**src/rtl/mul_hilo_seq.sv**
```systemverilog
// ============================================================================
//  Module      : mul_hilo_seq
//  Description : Sequencer and HI/LO register pair for a combinational 32x32
//                signed multiplier. Captures operands on start, waits a fixed
//                number of settle cycles, then latches the 64-bit product.
//                Also supports direct HI/LO loads from the datapath bus.
//  Revision    : 1.0 - initial release
// ============================================================================
`default_nettype none

module mul_hilo_seq #(
    parameter int MUL_CYCLES = 2      // settle cycles, legal range 1..15
) (
    input  logic        clk,
    input  logic        clr,
    input  logic        start,
    input  logic [31:0] op_a,
    input  logic [31:0] op_b,
    output logic [31:0] mul_a,
    output logic [31:0] mul_b,
    input  logic [31:0] mul_hi,
    input  logic [31:0] mul_lo,
    input  logic        hi_wr,
    input  logic        lo_wr,
    input  logic [31:0] wr_data,
    output logic [31:0] hi_q,
    output logic [31:0] lo_q,
    output logic        busy,
    output logic        done,
    output logic        wr_conflict
);

    // Counter reload: the latch happens on the edge where the count is zero,
    // so loading MUL_CYCLES-1 yields exactly MUL_CYCLES edges after capture.
    localparam logic [3:0] CNT_LOAD = 4'(MUL_CYCLES - 1);

    typedef enum logic [0:0] {
        S_IDLE   = 1'b0,
        S_SETTLE = 1'b1
    } state_t;

    state_t      state_q, state_d;
    logic [3:0]  cnt_q, cnt_d;
    logic [31:0] mul_a_q, mul_a_d;
    logic [31:0] mul_b_q, mul_b_d;
    logic [31:0] hi_q_r, hi_d;
    logic [31:0] lo_q_r, lo_d;
    logic        done_q, done_d;
    logic        conflict_q, conflict_d;

    // Next-state logic: sequencing, operand capture, product and direct loads
    always_comb begin
        state_d    = state_q;
        cnt_d      = cnt_q;
        mul_a_d    = mul_a_q;
        mul_b_d    = mul_b_q;
        hi_d       = hi_q_r;
        lo_d       = lo_q_r;
        done_d     = 1'b0;
        conflict_d = 1'b0;

        case (state_q)
            S_IDLE: begin
                // Direct loads apply in IDLE even alongside start; a product
                // arriving later simply overwrites them.
                if (hi_wr) hi_d = wr_data;
                if (lo_wr) lo_d = wr_data;
                if (start) begin
                    mul_a_d = op_a;
                    mul_b_d = op_b;
                    cnt_d   = CNT_LOAD;
                    state_d = S_SETTLE;
                end
            end
            S_SETTLE: begin
                // Writes cannot be honoured mid-multiply; drop and flag them.
                if (hi_wr || lo_wr) conflict_d = 1'b1;
                if (cnt_q != 4'd0) begin
                    cnt_d = cnt_q - 4'd1;
                end else begin
                    hi_d    = mul_hi;
                    lo_d    = mul_lo;
                    done_d  = 1'b1;
                    state_d = S_IDLE;
                end
            end
            default: state_d = S_IDLE;
        endcase
    end

    // State register with synchronous clear taking priority over everything
    always_ff @(posedge clk) begin
        if (clr) begin
            state_q    <= S_IDLE;
            cnt_q      <= 4'd0;
            mul_a_q    <= 32'd0;
            mul_b_q    <= 32'd0;
            hi_q_r     <= 32'd0;
            lo_q_r     <= 32'd0;
            done_q     <= 1'b0;
            conflict_q <= 1'b0;
        end else begin
            state_q    <= state_d;
            cnt_q      <= cnt_d;
            mul_a_q    <= mul_a_d;
            mul_b_q    <= mul_b_d;
            hi_q_r     <= hi_d;
            lo_q_r     <= lo_d;
            done_q     <= done_d;
            conflict_q <= conflict_d;
        end
    end

    assign mul_a       = mul_a_q;
    assign mul_b       = mul_b_q;
    assign hi_q        = hi_q_r;
    assign lo_q        = lo_q_r;
    assign busy        = (state_q == S_SETTLE);
    assign done        = done_q;
    assign wr_conflict = conflict_q;

endmodule

`default_nettype wire

```
**config.mk**
```make
export PLATFORM = sky130hd
export DESIGN_NAME = mul_hilo_seq
export DESIGN_NICKNAME = d
export VERILOG_FILES = /design/src/rtl/mul_hilo_seq.sv
export SDC_FILE = /design/constraint.sdc
export NUM_CORES = 1
export LEC_CHECK = 0
export ABC_AREA = 1
export BUFFER_PORTS_ARGS = -buffer_cell sky130_fd_sc_hd__buf_2
export CORE_AREA = 4 4 152 96
export DETAILED_ROUTE_END_ITERATION = 8
export DIE_AREA = 0 0 156 100
export GPL_TIMING_DRIVEN = 0
export PLACE_DENSITY = 0.76
export SKIP_LAST_GASP = 1
export SYNTH_ARGS = -nofsm -noshare
export SYNTH_HDL_FRONTEND = slang
export SYNTH_SLANG_ARGS = --single-unit
```
**constraint.sdc**
```tcl
create_clock -name clk -period 1.8 [get_ports clk]
set_input_delay 0.18 -clock clk [delete_from_list [all_inputs] [get_ports clk]]
set_output_delay 0.18 -clock clk [all_outputs]
set_load 0.03 [all_outputs]
```
==> results of run 1 <==
## critical path, cell delays in order
cell	delay, ns
dlygate4sd3_1	0.54
buf_2	0.16
inv_1	0.11
buf_4	0.24
clkbuf_1	0.46
o21ai_0	0.19
nor2_1	0.13
## cells in the mapped netlist
cell and instances:
nand2_1 231, clkbuf_4 2, inv_2 1, o21ai_1 5
buf_2 15, nor2_1 262, buf_4 17, nand3_1 5
dfxtp_1 135, nand3_4 1, o21ai_4 1, nand2_4 3
o21ai_0 60, buf_1 1, nand3b_2 1, buf_6 12
inv_1 5, o21ai_2 1, inv_4 1, nand3b_1 63
xor2_1 1, clkbuf_1 10, ha_1 2, nor2_4 1
a21oi_1 5
## per-stage QoR
step | utilization (%) | cell area [sq um] | hold slack (ns) | setup slack [ns] | power, mW
after floorplan | - | 5960 | 0.249 | 0.418 | 5.05
after global placement | 57.7 | 7650 | 0.416 | 0.329 | 5.75
after detailed placement | 57.7 | 7650 | 0.420 | 0.285 | 5.79
after CTS | 62.6 | 8290 | 0.000910 | 0.143 | 9.52
after global routing | 62.6 | 8290 | 0.00442 | 0.0224 | 9.91
final | 62.6 | 8290 | 0.0171 | 0.117 | 9.46
## path summary, 6_finish.rpt
path / slack [ns] / startpoint / cells after the start / to
setup / recovery: 0.12 / clr / 7 / mul_b[12]$_SDFFE_PP0P_
hold / removal: 0.02 / op_b[28] / 3 / mul_b[28]$_SDFFE_PP0P_
setup reg to reg: 0.29 / cnt_q[0]$_SDFFE_PP0P_ / 8 / hi_q[26]$_SDFFE_PP0P_
hold reg to reg: 0.48 / mul_a[24]$_SDFFE_PP0P_ / 2 / mul_a[24]$_SDFFE_PP0P_
## cells by family (layout without fill, tap and decap cells)
kind of cell | Yosys count | in the layout
AND/OR/NAND/NOR | 567 | 567
flip-flops | 135 | 135
buffers and inverters | 64 | 390
AO/OA/AOI/OAI | 72 | 72
XOR/XNOR | 1 | 1
adder cells (fa/ha/maj) | 2 | 2
## per-layer routing
| layer | up-vias | track usage (%) |
|---|---|---|
| met1 | 2820 | 31.2 |
| met3 | 28 | 6.89 |
| met5 | - | 0 |
| met2 | 235 | 35.6 |
| li1 | 3270 | - |
| met4 | 4 | 8.00 |
## layout make-up
type,instances,area share [%]
buffer,57,4.75
timing repair buffer,296,17.9
clock buffer,18,5.17
multi-input combinational,642,34.1
clock inverter,12,2.44
inverter,7,0.347
sequential,135,32.6
tap,175,2.64
## sequential cells by signal, summed over array words and instances, names as in the netlist
name         flops
wr_conflict      1
mul_a           32
done             1
cnt_q            4
lo_q            32
busy             1
mul_b           32
hi_q            32
## power groups by stage
stage                     clock (mW)  sequential [mW]  combinational (mW)
final                           3.72             3.43                2.30
after global routing            3.92             3.47                2.52
after CTS                       3.79             3.43                2.31
after detailed placement           0             3.49                2.30
after global placement             0             3.48                2.27
after floorplan                    0             4.06               0.985
## timing repair
item | 4_1_cts | 5_1_grt
endpoints found under the hold margin | 4 | 0
hold buffers | 1 | 0
resized for setup | 0 | 0
==> flow_metrics.tcl, run 1 <==
set metrics [dict create \
    maxSlewHeadroom_pct 63.1 \
    synth_simple_gate_area_share_pct 40.7 \
    fin_crit_ns 1.68 \
    synthXorXnorAreaFrac_pct 0.147 \
    synth_top_area_cell "dfxtp_1" \
    p_seq_share_pct 36.3 \
    worstMarginPinSlew_ns 0.553 \
    start_util_pct 44.9 \
    final_cells 1342 \
    synth_fa_ha_area_share_pct 0.420 \
    critPathRequiredTime_ns 2.14 \
    cp_max_fo 10 \
    avgSynthCellArea_sq_um 7.08 \
    worstPathArrival_ns 2.02 \
    clkTransAtPathRegs_ns 0.06 \
    clkPwrFrac_pct 39.4 \
    run_status "finished, final reports clean" \
    pin_count 296 \
    cts_buffer_depth 2 \
    yosys_warnings 0 \
    grt_first_pass_wirelength_um 29000 \
    synth_top_area_share_pct 45.4 \
    grt_use_total_pct 23.2 \
    timing.fmax_ghz 0.594 \
    die_h_um 100 \
    clock_sinks 135 \
    yosys-mux-area-fraction_pct 0 \
    worstSetupEndpointType "register" \
    swShare_pct 30.8 \
    synth.distinct_cells 25 \
    route.met3.wl_um 1600 \
    fin_crit_sh_pct 93.5 \
    wl_met1_um 8560 \
    multi_input_area_sq_mm 0.00283 \
    areaGrowthSynthToFinish_pct 39.2 \
    pwr-share-comb_pct 24.3 \
    cts_max_level 4 \
    ctsRootBufferMaster "clkbuf_16" \
    wl_met2_um 8190 \
    clk-insertion-delay-late_ns 0.40 \
    synth_top_family_by_area "simple AND/OR/NAND/NOR gates" \
    grt_overflow_total 0 \
    ys_ff_latch 135 \
    fp.dieW_um 156 \
    ir_worst_vdd_mv 0.695 \
    layout.nets 1323 \
    antenna_found_initial 2 \
    finalSetupViolCount 0 \
    yosysSeqAreaShare_pct 45.4 \
    switchingPower_mw 2.92 \
    finalSetupTns_ns 0 \
    cts_post_setup_buffers_inserted 0 \
    ant_nets 0 \
    cp-start-kind "input port" \
    synth_compound_area_share_pct 6.30 \
    cts_tree "done" \
    vias 6357 \
    power.static_leakage_nw 4.43 \
    final_layout_size_suffix_gt1_share_pct 32.6 \
    syn-num-nets 1008 \
    place_congestion 0.879 \
    drc 0 \
    grt_pass1_vias 5825 \
    layout_common_cells "buf_2 (310), nor2_1 (262), nand2_1 (231)" \
    die_area_sq_mm 0.0156 \
    drtIter0Drc 351 \
    top_layer_used "met5" \
    cap_violations 0 \
    slew_violations 0 \
    worstSetupPathType "in -> reg" \
    n_antenna_cell 0 \
    regArea_sq_mm 0.00270 \
    final_common_cell "buf_2" \
    dp_hpwl_um 14700 \
    drt-pass1-iter-count 5 \
    fillCellCount 1260 \
    core_area_sq_mm 0.0133 \
    min_path_type "in -> reg" \
    placedCellCount 1311 \
    synth.area.top_cells "dfxtp_1 (45%), nor2_1 (17%), nand2_1 (15%)" \
    internal-power_mw 6.54 \
    rsz0062_at_grt "no" \
    numCtsBuffers 17 \
    hold_viol 0 \
    rows 33 \
    wl_um 18700 \
    portBuffers 295 \
    netlist_area_sq_mm 0.00596 \
    viasPerCell 4.74 \
    powerDensity_mw_per_mm2 1140 \
    grt_max_degree 17 \
    routedWlPerCell_um 13.9 \
    finalClockSkew_ns 0.0101 \
    syn-instance-count 841 \
]
(Power assumes the default switching activity.)
==> run 2: changes to the inputs <==
==> constraint.sdc (replaced) <==
create_clock -name clk -period 1.6 [get_ports clk]
set_input_delay 0.16 -clock clk [delete_from_list [all_inputs] [get_ports clk]]
set_output_delay 0.16 -clock clk [all_outputs]
set_load 0.03 [all_outputs]
==> flow_metrics.tcl, run 2 (synthesis results as in run 1) <==
set metrics [dict create \
    wl_met2_um 8420 \
    place_congestion 0.879 \
    cp-start-kind "register" \
    timing.fmax_ghz 0.691 \
    critPathRequiredTime_ns 1.89 \
    ir_worst_vdd_mv 0.788 \
    cts_post_setup_buffers_inserted 0 \
    fp.dieW_um 156 \
    numCtsBuffers 17 \
    top_layer_used "met5" \
    path_cells "inv_1 -> ha_4 -> nand2_4 -> nand2_4 -> o21ai_4 -> buf_2 -> nor2_1 -> nor2_1" \
    clock_sinks 135 \
    layout_common_cells "buf_2 (310), nor2_1 (262), nand2_1 (231)" \
    die_h_um 100 \
    cts_buffer_depth 2 \
    areaGrowthSynthToFinish_pct 43.1 \
    fillCellCount 1227 \
    holdWs_ns 0.0156 \
    grt_use_total_pct 23.6 \
    cp_slowest_cell "dfxtp_1" \
    placedCellCount 1311 \
    core_area_sq_mm 0.0133 \
    ant_nets 0 \
    cts_tree "done" \
    grt_pass1_vias 5965 \
    fin_crit_ns 1.45 \
    clk-insertion-delay-late_ns 0.41 \
    r2r-end "hi_q[26]$_SDFFE_PP0P_" \
    grt_overflow_total 0 \
    min_delay_path_depth 3 \
    grt_max_degree 17 \
    r2r_cells 8 \
    cp_max_fo 10 \
    rsz0062_at_grt "no" \
    portBuffers 295 \
    drtIter0Drc 370 \
    power.static_leakage_nw 4.53 \
    final_cells 1364 \
    hold_viol 0 \
    worstSetupEndpointType "register" \
    min_to "mul_a[15]$_SDFFE_PP0P_" \
    cts_max_level 4 \
    drt-pass1-iter-count 5 \
    vias 6474 \
    fin_ws_ns 0.152 \
    ff2ff_setup_slack_ns 0.15 \
    rows 33 \
    drc 0 \
    fin_crit_sh_pct 90.5 \
    wl_met1_um 8520 \
    final_common_cell "buf_2" \
    cap_violations 0 \
    ctsRootBufferMaster "clkbuf_16" \
    layout.nets 1345 \
    route.met3.wl_um 1760 \
    die_area_sq_mm 0.0156 \
    worstSetupPathType "reg -> reg" \
    wl_um 19100 \
    viasPerCell 4.75 \
    slew_violations 0 \
    min-delay-start "op_a[15]" \
    worstMarginPinSlew_ns 0.559 \
    worstPathArrival_ns 1.74 \
    antenna_found_initial 2 \
    dp_hpwl_um 14700 \
    maxSlewHeadroom_pct 62.7 \
    grt_first_pass_wirelength_um 29600 \
    clkTransAtPathRegs_ns 0.06 \
    cp_slowest_stage_delay_ns 0.30 \
    powerDensity_mw_per_mm2 1260 \
    finalSetupTns_ns 0 \
    reg2reg_from "cnt_q[0]$_SDFFE_PP0P_" \
    finalSetupViolCount 0 \
    final_layout_size_suffix_gt1_share_pct 32.0 \
    run_status "finished, final reports clean" \
    min_path_type "in -> reg" \
    start_util_pct 44.9 \
    pin_count 296 \
    finalClockSkew_ns 0.00962 \
    routedWlPerCell_um 14.0 \
    dpl_worst_slack_ns 0.104 \
    n_antenna_cell 0 \
]
run 2: changes by cell type in the layout (fill, tap and decap cells not counted), sizes merged:
cell / delta
dlygate4sd3: +22
run 2: routing by layer:
metal / vias up / GRT usage (%)
li1: 3310 / -
met1: 2860 / 31.7
met2: 267 / 36.8
met3: 33 / 6.68
met4: 4 / 8.14
met5: - / 0
run 2: worst max-delay path, delay by kind of cell (launching register included):
kind | cells | cell delay (ns)
buf+inv | 2 | 0.38
simple gates | 4 | 0.36
flops | 1 | 0.30
fa+ha+maj | 1 | 0.21
compound gates | 1 | 0.09
run 2: worst max path at each step:
| stage | endpoint | from | cells after the start |
|---|---|---|---|
| 2_1_floorplan | mul_a[15]$_SDFFE_PP0P_ | busy$_SDFF_PP0_ | 8 |
| 3_3_place_gp | hi_q[30]$_SDFFE_PP0P_ | cnt_q[0]$_SDFFE_PP0P_ | 8 |
| 3_5_place_dp | hi_q[30]$_SDFFE_PP0P_ | cnt_q[0]$_SDFFE_PP0P_ | 8 |
| 4_1_cts | hi_q[26]$_SDFFE_PP0P_ | cnt_q[0]$_SDFFE_PP0P_ | 8 |
| 5_1_grt | lo_q[25]$_SDFFE_PP0P_ | cnt_q[0]$_SDFFE_PP0P_ | 8 |
| 6_report | hi_q[26]$_SDFFE_PP0P_ | cnt_q[0]$_SDFFE_PP0P_ | 8 |
run 2: cell type report:
| cell class | instances | area, sq um | share of cell area, % |
|---|---|---|---|
| well taps | 175 | 219 | 2.57 |
| multi-input cells | 642 | 2840 | 33.4 |
| inverters | 7 | 28.8 | 0.337 |
| clock buffers | 18 | 429 | 5.03 |
| flip-flops and latches | 135 | 2700 | 31.7 |
| repair buffers | 318 | 1710 | 20.0 |
| plain buffers | 57 | 394 | 4.62 |
| clock inverters | 12 | 203 | 2.38 |
run 2: where the power goes:
group | internal, mW | switching, mW | leakage [nW] | total [mW]
Sequential | 3.70 | 0.160 | 1.12 | 3.86
Clock | 2.75 | 1.45 | 0.306 | 4.20
Combinational | 0.942 | 1.70 | 3.10 | 2.64
Total | 7.40 | 3.31 | 4.53 | 10.7
run 2: per-stage QoR:
step	cell area (sq um)	utilization, %	total power, mW
after global routing	8530	64.3	11.2
after detailed placement	7650	57.7	6.51
after floorplan	5960	-	5.68
after global placement	7650	57.7	6.47
after CTS	8490	64.1	10.8
final	8530	64.3	10.7
run 2: what timing repair did:
action                     CTS  global route
resized for setup            0             2
hold buffers                21             2
setup endpoints to repair    0            42
hold endpoints to repair    24             2
